`src/rtl/secuenciador_alu_if.sv`:
```
// secuenciador_alu_if
// Groups the instruction handshake and the ALU-facing buses of the
// sequencer. The master side is the upstream instruction source plus the
// ALU itself. The slave side is the sequencer.
interface secuenciador_alu_if;
    logic        i_Instr_Valid;
    logic        o_Instr_Ready;
    logic [12:0] i_Instr;
    logic [3:0]  o_Control_ALU;
    logic [15:0] o_Operandos;
    logic [7:0]  i_Resultado;
    logic [2:0]  i_Banderas;

    modport master (
        output i_Instr_Valid,
        output i_Instr,
        output i_Resultado,
        output i_Banderas,
        input  o_Instr_Ready,
        input  o_Control_ALU,
        input  o_Operandos
    );

    modport slave (
        input  i_Instr_Valid,
        input  i_Instr,
        input  i_Resultado,
        input  i_Banderas,
        output o_Instr_Ready,
        output o_Control_ALU,
        output o_Operandos
    );
endinterface

```
`src/rtl/secuenciador_alu.sv`:
```
// secuenciador_alu
// Single-issue sequencer wrapped around an external 8-bit ALU.
// - Accepts one 13-bit register-to-register instruction per handshake.
// - Reads both operands from an internal 8x8 register file.
// - Holds the ALU inputs for ALU_WAIT cycles.
// - Writes the result back and latches the ALU flags.
// Optional feature, selected by the macro SECALU_R0_CERO_EN:
// - R0 is hardwired to zero.
// - Writes to R0 are discarded, but the flags still update.
module secuenciador_alu #(
    parameter int ALU_WAIT = 1
) (
    input  logic                  i_Clk,
    input  logic                  i_Reset_n,
    secuenciador_alu_if.slave     io_Bus,
    input  logic                  i_Wr_En,
    input  logic [2:0]            i_Wr_Addr,
    input  logic [7:0]            i_Wr_Data,
    input  logic [2:0]            i_Rd_Addr,
    output logic [7:0]            o_Rd_Data,
    output logic [2:0]            o_Banderas,
    output logic                  o_Done,
    output logic                  o_Busy
);

    typedef enum logic [1:0] {
        S_IDLE,
        S_ISSUE,
        S_WAIT,
        S_WRITE
    } state_t;

    localparam logic [3:0] C_WAIT_INIT = 4'(ALU_WAIT - 1);

    state_t      r_State;
    logic [3:0]  r_Control;
    logic [2:0]  r_Rd;
    logic [2:0]  r_Rs1;
    logic [2:0]  r_Rs2;
    logic [3:0]  r_Cnt;
    logic        r_Done;
    logic        r_Busy;
    logic [2:0]  r_Banderas;
    logic [7:0]  r_Regs [8];

    logic        w_ExtWrOk;
    logic        w_WbOk;
    logic [7:0]  w_Op1;
    logic [7:0]  w_Op2;

`ifdef SECALU_R0_CERO_EN
    assign w_ExtWrOk = i_Wr_En && (i_Wr_Addr != 3'd0);
    assign w_WbOk    = r_Control[3] && (r_Rd != 3'd0);
`else
    assign w_ExtWrOk = i_Wr_En;
    assign w_WbOk    = r_Control[3];
`endif

    assign w_Op1 = r_Regs[r_Rs1];
    assign w_Op2 = r_Regs[r_Rs2];

    assign io_Bus.o_Operandos   = {w_Op2, w_Op1};
    assign io_Bus.o_Control_ALU = r_Control;
    assign io_Bus.o_Instr_Ready = ~r_Busy;
    assign o_Rd_Data            = r_Regs[i_Rd_Addr];
    assign o_Banderas           = r_Banderas;
    assign o_Done               = r_Done;
    assign o_Busy               = r_Busy;

    // Sequencer FSM, register file and flag latch, all with synchronous active-low reset
    always_ff @(posedge i_Clk) begin
        if (!i_Reset_n) begin
            r_State    <= S_IDLE;
            r_Control  <= 4'b0000;
            r_Rd       <= 3'd0;
            r_Rs1      <= 3'd0;
            r_Rs2      <= 3'd0;
            r_Cnt      <= 4'd0;
            r_Done     <= 1'b0;
            r_Busy     <= 1'b0;
            r_Banderas <= 3'b000;
            for (int i = 0; i < 8; i++) begin
                r_Regs[i] <= 8'h00;
            end
        end else begin
            r_Done <= 1'b0;
            case (r_State)
                S_IDLE: begin
                    if (w_ExtWrOk) begin
                        r_Regs[i_Wr_Addr] <= i_Wr_Data;
                    end
                    if (io_Bus.i_Instr_Valid) begin
                        r_Control <= io_Bus.i_Instr[12:9];
                        r_Rd      <= io_Bus.i_Instr[8:6];
                        r_Rs1     <= io_Bus.i_Instr[5:3];
                        r_Rs2     <= io_Bus.i_Instr[2:0];
                        r_Busy    <= 1'b1;
                        r_State   <= S_ISSUE;
                    end
                end
                S_ISSUE: begin
                    r_Cnt   <= C_WAIT_INIT;
                    r_State <= S_WAIT;
                end
                S_WAIT: begin
                    if (r_Cnt == 4'd0) begin
                        r_Done  <= 1'b1;
                        r_State <= S_WRITE;
                    end else begin
                        r_Cnt <= r_Cnt - 4'd1;
                    end
                end
                S_WRITE: begin
                    if (w_WbOk) begin
                        r_Regs[r_Rd] <= io_Bus.i_Resultado;
                    end
                    if (r_Control[3]) begin
                        r_Banderas <= io_Bus.i_Banderas;
                    end
                    r_Control <= 4'b0000;
                    r_Busy    <= 1'b0;
                    r_State   <= S_IDLE;
                end
                default: begin
                    r_State <= S_IDLE;
                end
            endcase
        end
    end

endmodule
```
`src/flat_wrapper.sv`:
```
// flat-port wrapper written by rule: the top's interface ports become plain ports
module secuenciador_alu_flat 
#(
    parameter int ALU_WAIT = 1
)
  (i_Clk, i_Reset_n, i_Wr_En, i_Wr_Addr, i_Wr_Data, i_Rd_Addr, o_Rd_Data, o_Banderas, o_Done, o_Busy, io_Bus_i_Instr_Valid, io_Bus_i_Instr, io_Bus_i_Resultado, io_Bus_i_Banderas, io_Bus_o_Instr_Ready, io_Bus_o_Control_ALU, io_Bus_o_Operandos);
  secuenciador_alu_if io_Bus_i ();
  input  logic i_Clk;
  input  logic i_Reset_n;
  input  logic i_Wr_En;
  input  logic [2:0] i_Wr_Addr;
  input  logic [7:0] i_Wr_Data;
  input  logic [2:0] i_Rd_Addr;
  output logic [7:0] o_Rd_Data;
  output logic [2:0] o_Banderas;
  output logic o_Done;
  output logic o_Busy;
  input wire logic [$bits(io_Bus_i.i_Instr_Valid)-1:0] io_Bus_i_Instr_Valid;
  input wire logic [$bits(io_Bus_i.i_Instr)-1:0] io_Bus_i_Instr;
  input wire logic [$bits(io_Bus_i.i_Resultado)-1:0] io_Bus_i_Resultado;
  input wire logic [$bits(io_Bus_i.i_Banderas)-1:0] io_Bus_i_Banderas;
  output wire logic [$bits(io_Bus_i.o_Instr_Ready)-1:0] io_Bus_o_Instr_Ready;
  output wire logic [$bits(io_Bus_i.o_Control_ALU)-1:0] io_Bus_o_Control_ALU;
  output wire logic [$bits(io_Bus_i.o_Operandos)-1:0] io_Bus_o_Operandos;
  assign io_Bus_i.i_Instr_Valid = io_Bus_i_Instr_Valid;
  assign io_Bus_i.i_Instr = io_Bus_i_Instr;
  assign io_Bus_i.i_Resultado = io_Bus_i_Resultado;
  assign io_Bus_i.i_Banderas = io_Bus_i_Banderas;
  assign io_Bus_o_Instr_Ready = io_Bus_i.o_Instr_Ready;
  assign io_Bus_o_Control_ALU = io_Bus_i.o_Control_ALU;
  assign io_Bus_o_Operandos = io_Bus_i.o_Operandos;
  secuenciador_alu #(.ALU_WAIT(ALU_WAIT)) u_core (.i_Clk(i_Clk), .i_Reset_n(i_Reset_n), .io_Bus(io_Bus_i), .i_Wr_En(i_Wr_En), .i_Wr_Addr(i_Wr_Addr), .i_Wr_Data(i_Wr_Data), .i_Rd_Addr(i_Rd_Addr), .o_Rd_Data(o_Rd_Data), .o_Banderas(o_Banderas), .o_Done(o_Done), .o_Busy(o_Busy));
endmodule
```
`config.mk`:
```
export PLATFORM = sky130hd
export DESIGN_NAME = secuenciador_alu_flat
export DESIGN_NICKNAME = d
export VERILOG_FILES = /design/src/rtl/secuenciador_alu_if.sv /design/src/rtl/secuenciador_alu.sv /design/src/flat_wrapper.sv
export SDC_FILE = /design/constraint.sdc
export NUM_CORES = 1
export LEC_CHECK = 0
export BUFFER_PORTS_ARGS = -buffer_cell sky130_fd_sc_hd__buf_2
export CAP_MARGIN = 20
export CORE_MARGIN = 2
export CORE_UTILIZATION = 40
export CTS_CLUSTER_DIAMETER = 60
export DETAILED_ROUTE_END_ITERATION = 6
export PLACE_DENSITY = 0.66
export SYNTH_ARGS = -nofsm -noshare
export SYNTH_HDL_FRONTEND = slang
export SYNTH_SLANG_ARGS = --single-unit
```
`constraint.sdc`:
```
create_clock -name i_Clk -period 2.37 [get_ports i_Clk]
set_input_delay 0 -clock i_Clk [delete_from_list [all_inputs] [get_ports i_Clk]]
set_output_delay 0 -clock i_Clk [all_outputs]
set_load 0.01 [all_outputs]
```
==> out/results.ini, run 1 <==
[run_status]
outcome=finished, final reports clean

[clock_tree]
ctsHoldBuffers=16
cts_resized=0
clk_latency_ns=0.34
cts_made_buffers=9
cts_tree=built
cts_setup_buffers=0
root_buffer=clkbuf_16
cts.sinks=94
cts.htree.levels=3
clk_pin_slew_ns=0.07
clockBufferDepth=2

[detailed_routing]
route.detailed.drc=0
dr.pass1.iters=5
wirelength_um=13400
num_vias=3812
via_per_inst=5.70
ant_nets=0
first_iter_violations=244
wire_per_inst_um=20.0

[worst_setup_path]
ff2ff_setup_slack_ns=0.22
reg2reg_depth=5
end_kind=register
crit_fanout=8
reg2reg_from=u_core.r_State[0]
crit_required_ns=2.34
crit_type=register to register
worstReg2RegEnd=u_core.r_Regs[3][5]
start_kind=register
crit_start=u_core.r_State[0]
cp_data_arrival_time_ns=2.12

[logic_synthesis]
synth.area.top_cells=edfxtp_1 (35%), mux4_1 (20%), dfxtp_1 (11%)
synth_edf_count=64
ys_seq_area_share_pct=46.5
syn_inst=394
yosysWarnings=0
syn_area_um2=5420
ys_seq_elements=94
synth_common_cells=edfxtp_1 (64), nor3_1 (64), mux4_1 (41)
ys.flop_type=edfxtp_1
syn_nets=443
synth_top_area_share_pct=35.4
synthArstFlopShare_pct=0
yosysUniqueCellTypes=44
syn_area_per_cell_um2=13.8
yosysTopAreaCell=edfxtp_1

[die]
die_h_um=120
die_w_um=120
core_area_um2=13200
start_util_pct=40.9
die_area_um2=14500
rows=42
ios=76

[flow_run]
max-cap-violations=0

[timing]
tightest_slew_ns=0.787
max_freq_mhz=465
whs_ns=0.0261
finalSetupViolCount=0
finalClockSkew_ns=0.00463
min_period_ns=2.15
period_share_pct=90.7
finalSetupTns_ns=0
rsz0062_at_grt=no
hold_viol_final=0
maxSlewViolCount=0
relSlewSlack_pct=47.2

[placement]
dp.final_hpwl_um=9210
gp_congestion=0.765
placed_area_um2=5990
port_buffers=75
dp_cells=637

[final_layout]
layout.cells.non_filler=669
nNetsFinal=537
stdcell_area_um2=6470
drive_gt1_share_pct=31.8
area_growth_pct=19.3
final_util_pct=48.8
antenna_cells=0

[pwr]
power.density_nw_per_um2=777
p_sw_mw=1.54
p_leak_nw=2.52
intPower_mw=3.49
pwr-share-seq_pct=41.0
clockPowerShare_pct=30.6
switching_share_pct=30.6
ir_worst_vdd_mv=0.559
power_frac_comb_pct=28.4

[worst_hold_path]
min_from=i_Reset_n
hold_depth=2
holdPathEnd=u_core.o_Busy
hp-class=primary input to register

[grt]
grt_antenna_before_repair=0
grt-ovfl-total=0
grtUsageTotal_pct=18.9
grt_pass1_wl_um=20500
first_global_vias=3860
grt_max_degree=33

registers in the layout, indices dropped and copies added, names as in the netlist, named ones only:
signal and cells:
u_core.io_Bus.o_Control_ALU 4, u_core.o_Banderas 3, u_core.o_Busy 1, u_core.o_Done 1, u_core.r_Cnt 4, u_core.r_Rd 3
u_core.r_Regs 64, u_core.r_Rs1 3, u_core.r_Rs2 3, u_core.r_State 2
through the flow:
stage	setup WS (ns)	power, mW
after global routing	0.0869	5.24
after floorplan	0.0205	3.06
after global placement	0.330	3.44
after detailed placement	0.241	3.49
final	0.220	5.03
after CTS	0.208	5.05
worst max-delay path, cell delays in order, from the launching register on:
cell and delay, ns:
dfxtp_1 0.35, inv_1 0.13, ha_1 0.30, nand3_1 0.15
o21a_1 0.22, o21ai_1 0.64
how the worst max path moves through the flow:
stage / endpoint / slack [ns] / cells past startpoint
global route: u_core.r_Regs[0][6] / 0.09 / 5
detailed placement: u_core.r_Regs[7][6] / 0.24 / 5
global placement: u_core.r_Regs[3][2] / 0.33 / 5
CTS: u_core.r_Regs[4][6] / 0.21 / 5
floorplan: u_core.r_Regs[4][0] / 0.02 / 7
finish: u_core.r_Regs[3][5] / 0.22 / 5
logic make-up after synthesis:
family	share of synthesized area [%]
multiplexers	29.9
AND/OR/NAND/NOR	11.2
flip-flops	46.5
AO/OA/AOI/OAI	5.40
adder cells (fa/ha/maj)	1.62
buffers and inverters	5.42
cell type report:
cell class / instances / area, µm²
clock buffers: 10 / 250
clock inverters: 6 / 72.6
fillers: 1173 / 6770
inverters: 7 / 26.3
multi-input cells: 257 / 2610
flip-flops and latches: 94 / 2520
well taps: 176 / 220
repair buffers: 119 / 771
cells in the final DEF (no fill, tap or decap), types with 3 or more instances in the layout:
cell type       n
inv_1           7
nand2_1        30
buf_4          26
buf_2          75
o21a_1          3
dlygate4sd3_1  16
ha_1            7
inv_6           3
mux2i_1         9
nand3_1         3
clkbuf_16      10
nand4b_1        3
dfxtp_1        30
o31a_1          4
mux2_2         25
a21oi_1        18
mux4_2          7
edfxtp_1       64
a22oi_1         4
nor2_1          7
o21ai_0         9
nor3_1         64
mux4_1         41
power groups by stage:
stage / registers, mW / logic [mW] / clock network [mW]
floorplan: 2.04 / 1.02 / 0
global placement: 2.08 / 1.37 / 0
detailed placement: 2.10 / 1.40 / 0
CTS: 2.06 / 1.43 / 1.56
global route: 2.08 / 1.53 / 1.63
finish: 2.06 / 1.43 / 1.54
routing by layer:
layer	wire length, µm	vias up	part of all wire [%]	global-route usage (%)
li1	-	1779	-	-
met1	5260	1865	39	21.7
met2	7040	153	53	34.4
met3	846	15	6.3	4.76
met4	259	0	1.9	6.10
met5	0	-	0	0
No activity file was read; power rests on OpenSTA's default activity.
==> run 2, diff against run 1 <==
--- a/config.mk
+++ b/config.mk
@@ -7,11 +7,13 @@
 export LEC_CHECK = 0
 export BUFFER_PORTS_ARGS = -buffer_cell sky130_fd_sc_hd__buf_2
 export CAP_MARGIN = 20
+export CELL_PAD_IN_SITES_DETAIL_PLACEMENT = 1
+export CELL_PAD_IN_SITES_GLOBAL_PLACEMENT = 1
 export CORE_MARGIN = 2
 export CORE_UTILIZATION = 40
 export CTS_CLUSTER_DIAMETER = 60
 export DETAILED_ROUTE_END_ITERATION = 6
-export PLACE_DENSITY = 0.66
+export PLACE_DENSITY = 0.77
 export SYNTH_ARGS = -nofsm -noshare
 export SYNTH_HDL_FRONTEND = slang
 export SYNTH_SLANG_ARGS = --single-unit
==> run 2 against run 1 <==
  * Via count rose by 1.5%
  * Routed wire length rose by 11%
  * Register-to-register slack improved by 0.04 ns
  * Non-clock buffer count rose by 1
  * Critical path depth fell by 1
  * Clock-buffer cell count rose by 3
  * First-iteration DRC count fell by 6.1%
==> out/results.ini, run 2 (same netlist as run 1, synthesis figures left out) <==
[pwr]
power.density_nw_per_um2=768  ; -1.2%
power_frac_comb_pct=28.1  ; -0.3 points
p_total_mw=4.95  ; -1.7%
ir_worst_vdd_mv=0.370  ; -34%
intPower_mw=3.43  ; -1.9%
pwr-share-seq_pct=42.8  ; +1.8 points
clockPowerShare_pct=29.1  ; -1.5 points
p_sw_mw=1.52  ; -1.2%
switching_share_pct=30.7  ; +0.16 points
p_leak_nw=2.52  ; -0.31%

[worst_setup_path]
worst_path_largest_cell_delay_ns=0.68  ; +0.04 ns
crit_required_ns=2.34  ; about the same
crit_type=register to register
reg2reg_depth=4  ; -1
cp_data_arrival_time_ns=2.08  ; -0.04 ns
ff2ff_setup_slack_ns=0.26  ; +0.04 ns
crit_fanout=8  ; unchanged
slowest_stage=o21ai_1
crit_chain=ha_1 -> and4b_1 -> a31oi_2 -> o21ai_1
reg2reg_from=u_core.r_State[1]
worstReg2RegEnd=u_core.r_Regs[3][6]
end_kind=register
start_kind=register

[die]
die_area_um2=14500  ; unchanged
die_h_um=120  ; unchanged
die_w_um=120  ; unchanged
ios=76  ; unchanged
rows=42  ; unchanged
core_area_um2=13200  ; unchanged
start_util_pct=40.9  ; unchanged

[clock_tree]
cts_made_buffers=9  ; unchanged
clk_pin_slew_ns=0.06  ; about the same
clk_latency_ns=0.34  ; about the same
root_buffer=clkbuf_16
ctsHoldBuffers=16  ; unchanged
cts_resized=0  ; unchanged
cts.htree.levels=3  ; unchanged
cts_tree=built
cts.sinks=94  ; unchanged
clockBufferDepth=2  ; unchanged
cts_setup_buffers=0  ; unchanged

[final_layout]
fill_cells=1391  ; +19%
drive_gt1_share_pct=31.8  ; -0.064 points
layout_common_cells=buf_2 (75), nor3_1 (64), edfxtp_1 (64)
antenna_cells=0  ; unchanged
area_growth_pct=18.7
layout_commonest_cell=buf_2
stdcell_area_um2=6440  ; -0.48%
regMostFlops=u_core.r_Regs
largest_reg_flops=64  ; unchanged
nNetsFinal=538  ; +0.19%

[grt]
grtUsageTotal_pct=21.0  ; +2.0 points
first_global_vias=4114  ; +6.6%
grt-ovfl-total=0  ; unchanged
grt_antenna_before_repair=0  ; unchanged
grt_pass1_wl_um=22800  ; +11%
grt_max_degree=33  ; unchanged

[worst_hold_path]
holdPathEnd=u_core.o_Busy
min_from=i_Reset_n
hp-class=primary input to register
hold_depth=2  ; unchanged

[timing]
setup_ws_ns=0.259  ; +0.0393 ns
min_period_ns=2.11  ; -0.0393 ns
rsz0062_at_grt=no
hold_viol_final=0  ; unchanged
period_share_pct=89.1  ; -1.7 points
finalSetupTns_ns=0  ; unchanged
whs_ns=0.0424  ; +0.0163 ns
tightest_slew_ns=0.860  ; +0.0726 ns
max_freq_mhz=474  ; +1.9%
maxSlewViolCount=0  ; unchanged
finalSetupViolCount=0  ; unchanged
relSlewSlack_pct=42.3  ; -4.9 points
finalClockSkew_ns=0.00375  ; -0.000877 ns

[detailed_routing]
via_per_inst=5.77  ; +1.3%
route.detailed.drc=0  ; unchanged
dr.pass1.iters=5  ; unchanged
num_vias=3868  ; +1.5%
wirelength_um=14900  ; +11%
ant_nets=0  ; unchanged
wire_per_inst_um=22.2  ; +11%
first_iter_violations=229  ; -6.1%

[placement]
port_buffers=75  ; unchanged
gp_congestion=0.795  ; +3.9%
dp.final_hpwl_um=10500  ; +14%
placed_area_um2=5980  ; about the same
post-place-ws_ns=0.282  ; +0.0412 ns

[flow_run]
max-cap-violations=0  ; unchanged

[run_status]
outcome=finished, final reports clean

-- run 2: layout make-up --
| cell class | count | area, µm² | share of cell area (%) |
|---|---|---|---|
| Timing Repair Buffer | 120 | 766 | 11.9 |
| Tap cell | 176 | 220 | 3.42 |
| Clock inverter | 3 | 15.0 | 0.233 |
| Multi-Input combinational cell | 257 | 2610 | 40.5 |
| Clock buffer | 13 | 282 | 4.37 |
| Sequential cell | 94 | 2520 | 39.2 |
| Inverter | 7 | 26.3 | 0.408 |
-- run 2: per-stage QoR --
step	utilization, %	std cells
floorplan	-	394
global placement	45.2	638
detailed placement	45.2	638
CTS	48.6	670
global route	48.6	670
finish	48.6	670
-- run 2: how the worst max path moves through the flow --
stage / cells after the start / startpoint / endpoint / slack, ns
after CTS: 3 / register / io_Bus_o_Operandos[5] / 0.24
after global placement: 6 / u_core.r_State[0] / u_core.r_Regs[4][5] / 0.40
after detailed placement: 4 / u_core.r_State[0] / u_core.r_Regs[3][0] / 0.28
after floorplan: 7 / u_core.r_State[0] / u_core.r_Regs[4][0] / 0.02
final: 4 / u_core.r_State[1] / u_core.r_Regs[3][6] / 0.26
after global routing: 7 / u_core.r_State[0] / u_core.r_Regs[6][4] / 0.11
-- run 2: power by group through the flow --
stage          clock (mW)  sequential [mW]  combinational (mW)
2_1_floorplan           0             2.04                1.02
3_3_place_gp            0             2.13                1.33
3_5_place_dp            0             2.15                1.37
4_1_cts              1.45             2.12                1.40
5_1_grt              1.52             2.13                1.51
6_report             1.44             2.12                1.39
-- run 2: critical path: cells and delay by family, from the launching register on --
kind	cells	cell delay (ns)
flip-flops	1	0.40
AO/OA/AOI/OAI	2	0.73
adder cells (fa/ha/maj)	1	0.33
AND/OR/NAND/NOR	1	0.27
-- run 2: routing by layer --
| layer | up-vias | track usage [%] | part of all wire (%) |
|---|---|---|---|
| li1 | 1776 | - | - |
| met1 | 1958 | 26.0 | 41 |
| met2 | 125 | 38.0 | 53 |
| met3 | 9 | 3.30 | 5.3 |
| met4 | 0 | 5.45 | 0.62 |
| met5 | - | 0 | 0 |
==> run 3, diff against run 2 <==
--- a/config.mk
+++ b/config.mk
@@ -9,11 +9,12 @@
 export CAP_MARGIN = 20
 export CELL_PAD_IN_SITES_DETAIL_PLACEMENT = 1
 export CELL_PAD_IN_SITES_GLOBAL_PLACEMENT = 1
-export CORE_MARGIN = 2
-export CORE_UTILIZATION = 40
+export CORE_MARGIN = 3
+export CORE_UTILIZATION = 35
 export CTS_CLUSTER_DIAMETER = 60
 export DETAILED_ROUTE_END_ITERATION = 6
-export PLACE_DENSITY = 0.77
+export PLACE_DENSITY = 0.7
+export SLEW_MARGIN = 40
 export SYNTH_ARGS = -nofsm -noshare
 export SYNTH_HDL_FRONTEND = slang
 export SYNTH_SLANG_ARGS = --single-unit
==> run 3 against run 2 <==
  * Utilization down 5.4 points
  * Setup slack better by 0.025 ns
  * Sequential cell count unchanged
  * Critical path depth up 1
  * Sequential power down 2%
  * Critical path type unchanged
==> out/results.ini, run 3 (same netlist as run 1, synthesis figures left out) <==
[run_status]
outcome=finished, final reports clean

[worst_setup_path]
start_kind=register
cp.depth=5  ; +1
cp_data_arrival_time_ns=2.13  ; +0.05 ns
crit_start=u_core.r_State[0]
crit_type=register to register
crit_fanout=13  ; +5
critical-path-top-delay-family=flip-flops
worst_path_largest_cell_delay_ns=0.40  ; -0.28 ns
crit_chain=ha_2 -> nand2_1 -> mux2_2 -> o21ai_0 -> buf_4
slowest_stage=dfxtp_1
crit_required_ns=2.41  ; +0.07 ns
reg2reg_from=u_core.r_State[0]
reg2reg_depth=5  ; +1
end_kind=register
cp_num_buf_inv=1  ; +1

[detailed_routing]
first_iter_violations=273  ; +19%
route.met3.wl_um=623  ; -20%
drt-met1-wl_um=6750  ; +11%
via_per_inst=5.81  ; +0.62%
route.detailed.drc=0  ; unchanged
num_vias=3927  ; +1.5%
top_layer_used=met4
dr.pass1.iters=4  ; -1
wire_per_inst_um=23.0  ; +3.6%
ant_nets=0  ; unchanged
wl_met2_um=7780  ; -1.7%
wirelength_um=15500  ; +4.5%

[pwr]
switching_share_pct=32.2  ; +1.5 points
p_sw_mw=1.57  ; +3.6%
p_leak_nw=2.49  ; -1.1%
clockPowerShare_pct=27.9  ; -1.2 points
p_total_mw=4.88  ; -1.3%
ir_worst_vdd_mv=0.401  ; +8.3%
power_frac_comb_pct=29.5  ; +1.4 points
pwr-share-seq_pct=42.6  ; -0.2 points
power.density_nw_per_um2=760  ; -1.1%
intPower_mw=3.31  ; -3.4%

[placement]
gp_congestion=0.820  ; +3.2%
port_buffers=75  ; unchanged
dp.final_hpwl_um=10800  ; +3.6%

[timing]
finalSetupTns_ns=0  ; unchanged
rsz0062_at_grt=no
hold_viol_final=0  ; unchanged
finalClockSkew_ns=0.0113  ; +0.00757 ns
max_freq_mhz=479  ; +1.2%
finalSetupViolCount=0  ; unchanged
relSlewSlack_pct=57.9  ; +16 points
maxSlewViolCount=0  ; unchanged
period_share_pct=88.0  ; -1.0 points
tightest_slew_ns=0.631  ; -0.229 ns
min_period_ns=2.09  ; -0.0247 ns

[grt]
grt_antenna_before_repair=0  ; unchanged
first_global_vias=4241  ; +3.1%
grt-ovfl-total=0  ; unchanged
grt_max_degree=33  ; unchanged
grtUsageTotal_pct=18.8  ; -2.1 points
grt_pass1_wl_um=24200  ; +5.9%

[final_layout]
antenna_cells=0  ; unchanged
regMostFlops=u_core.r_Regs
largest_reg_flops=64  ; unchanged
nNetsFinal=536  ; -0.37%
drive_gt1_share_pct=31.5  ; -0.28 points
area_growth_pct=18.5
layout_common_cells=buf_2 (75), nor3_1 (64), edfxtp_1 (64)
layout_commonest_cell=buf_2
fill_cells=1551  ; +12%

[clock_tree]
cts_setup_buffers=0  ; unchanged
cts_made_buffers=9  ; unchanged
clockBufferDepth=2  ; unchanged
cts.htree.levels=3  ; unchanged
clk_pin_slew_ns=0.07  ; about the same
cts_tree=built
root_buffer=clkbuf_16
cts.sinks=94  ; unchanged
clk_latency_ns=0.35  ; about the same

[die]
core_area_um2=14900  ; +12%
die_area_um2=17000  ; +17%
ios=76  ; unchanged
rows=44  ; +4.8%
die_h_um=130  ; +8.3%
start_util_pct=36.5  ; -4.5 points
die_w_um=130  ; +8.3%

[worst_hold_path]
hold_depth=2  ; unchanged
hp-class=primary input to register
min_from=i_Reset_n

[flow_run]
max-cap-violations=0  ; unchanged

## run 3: changes by cell type in the layout (fill, tap and decap cells not counted), sizes merged
cell	previous run	this run
buf	104	102
clkbuf	13	10
clkinv	3	2
clkinvlp	0	2
inv	7	9
## run 3: cell type report
class,count,area (µm²),area share [%]
Clock buffer,10,229,3.56
Sequential cell,94,2520,39.3
Tap cell,184,230,3.58
Clock inverter,6,45.0,0.701
Multi-Input combinational cell,257,2610,40.6
Timing Repair Buffer,118,763,11.9
Inverter,7,26.3,0.409
## run 3: final timing paths
check / endpoint / slack [ns]
worst max-delay path: u_core.r_Regs[5][5] / 0.28
worst min-delay path: u_core.o_Busy / 0.05
worst max register to register: u_core.r_Regs[5][5] / 0.28
worst min register to register: register / 0.46
## run 3: metrics by stage
stage	setup slack (ns)	utilization [%]	hold slack [ns]	instance area, µm²	std cells
3_3_place_gp	0.302	40.3	0.235	5990	644
2_1_floorplan	0.0205	-	0.136	5420	394
5_1_grt	0.114	43.2	0.0500	6420	676
6_report	0.284	43.2	0.0481	6420	676
3_5_place_dp	0.138	40.3	0.249	5990	644
4_1_cts	0.126	43.2	0.0340	6420	676
## run 3: routing by layer
layer,global-route usage (%),vias to the layer above
met2,32.7,114
met1,24.0,2013
li1,-,1775
met5,0,-
met4,6.53,0
met3,3.13,25
## run 3: what timing repair did
item,4_1_cts,5_1_grt
resized for setup,0,1
hold buffers,16,0
endpoints found under the setup margin,0,32
endpoints found under the hold margin,22,0
## run 3: power groups by stage
stage / logic (mW) / registers (mW) / clock network (mW)
after global placement: 1.36 / 2.09 / 0
after CTS: 1.45 / 2.08 / 1.38
final: 1.44 / 2.08 / 1.36
after detailed placement: 1.42 / 2.11 / 0
after floorplan: 1.02 / 2.04 / 0
after global routing: 1.57 / 2.10 / 1.47
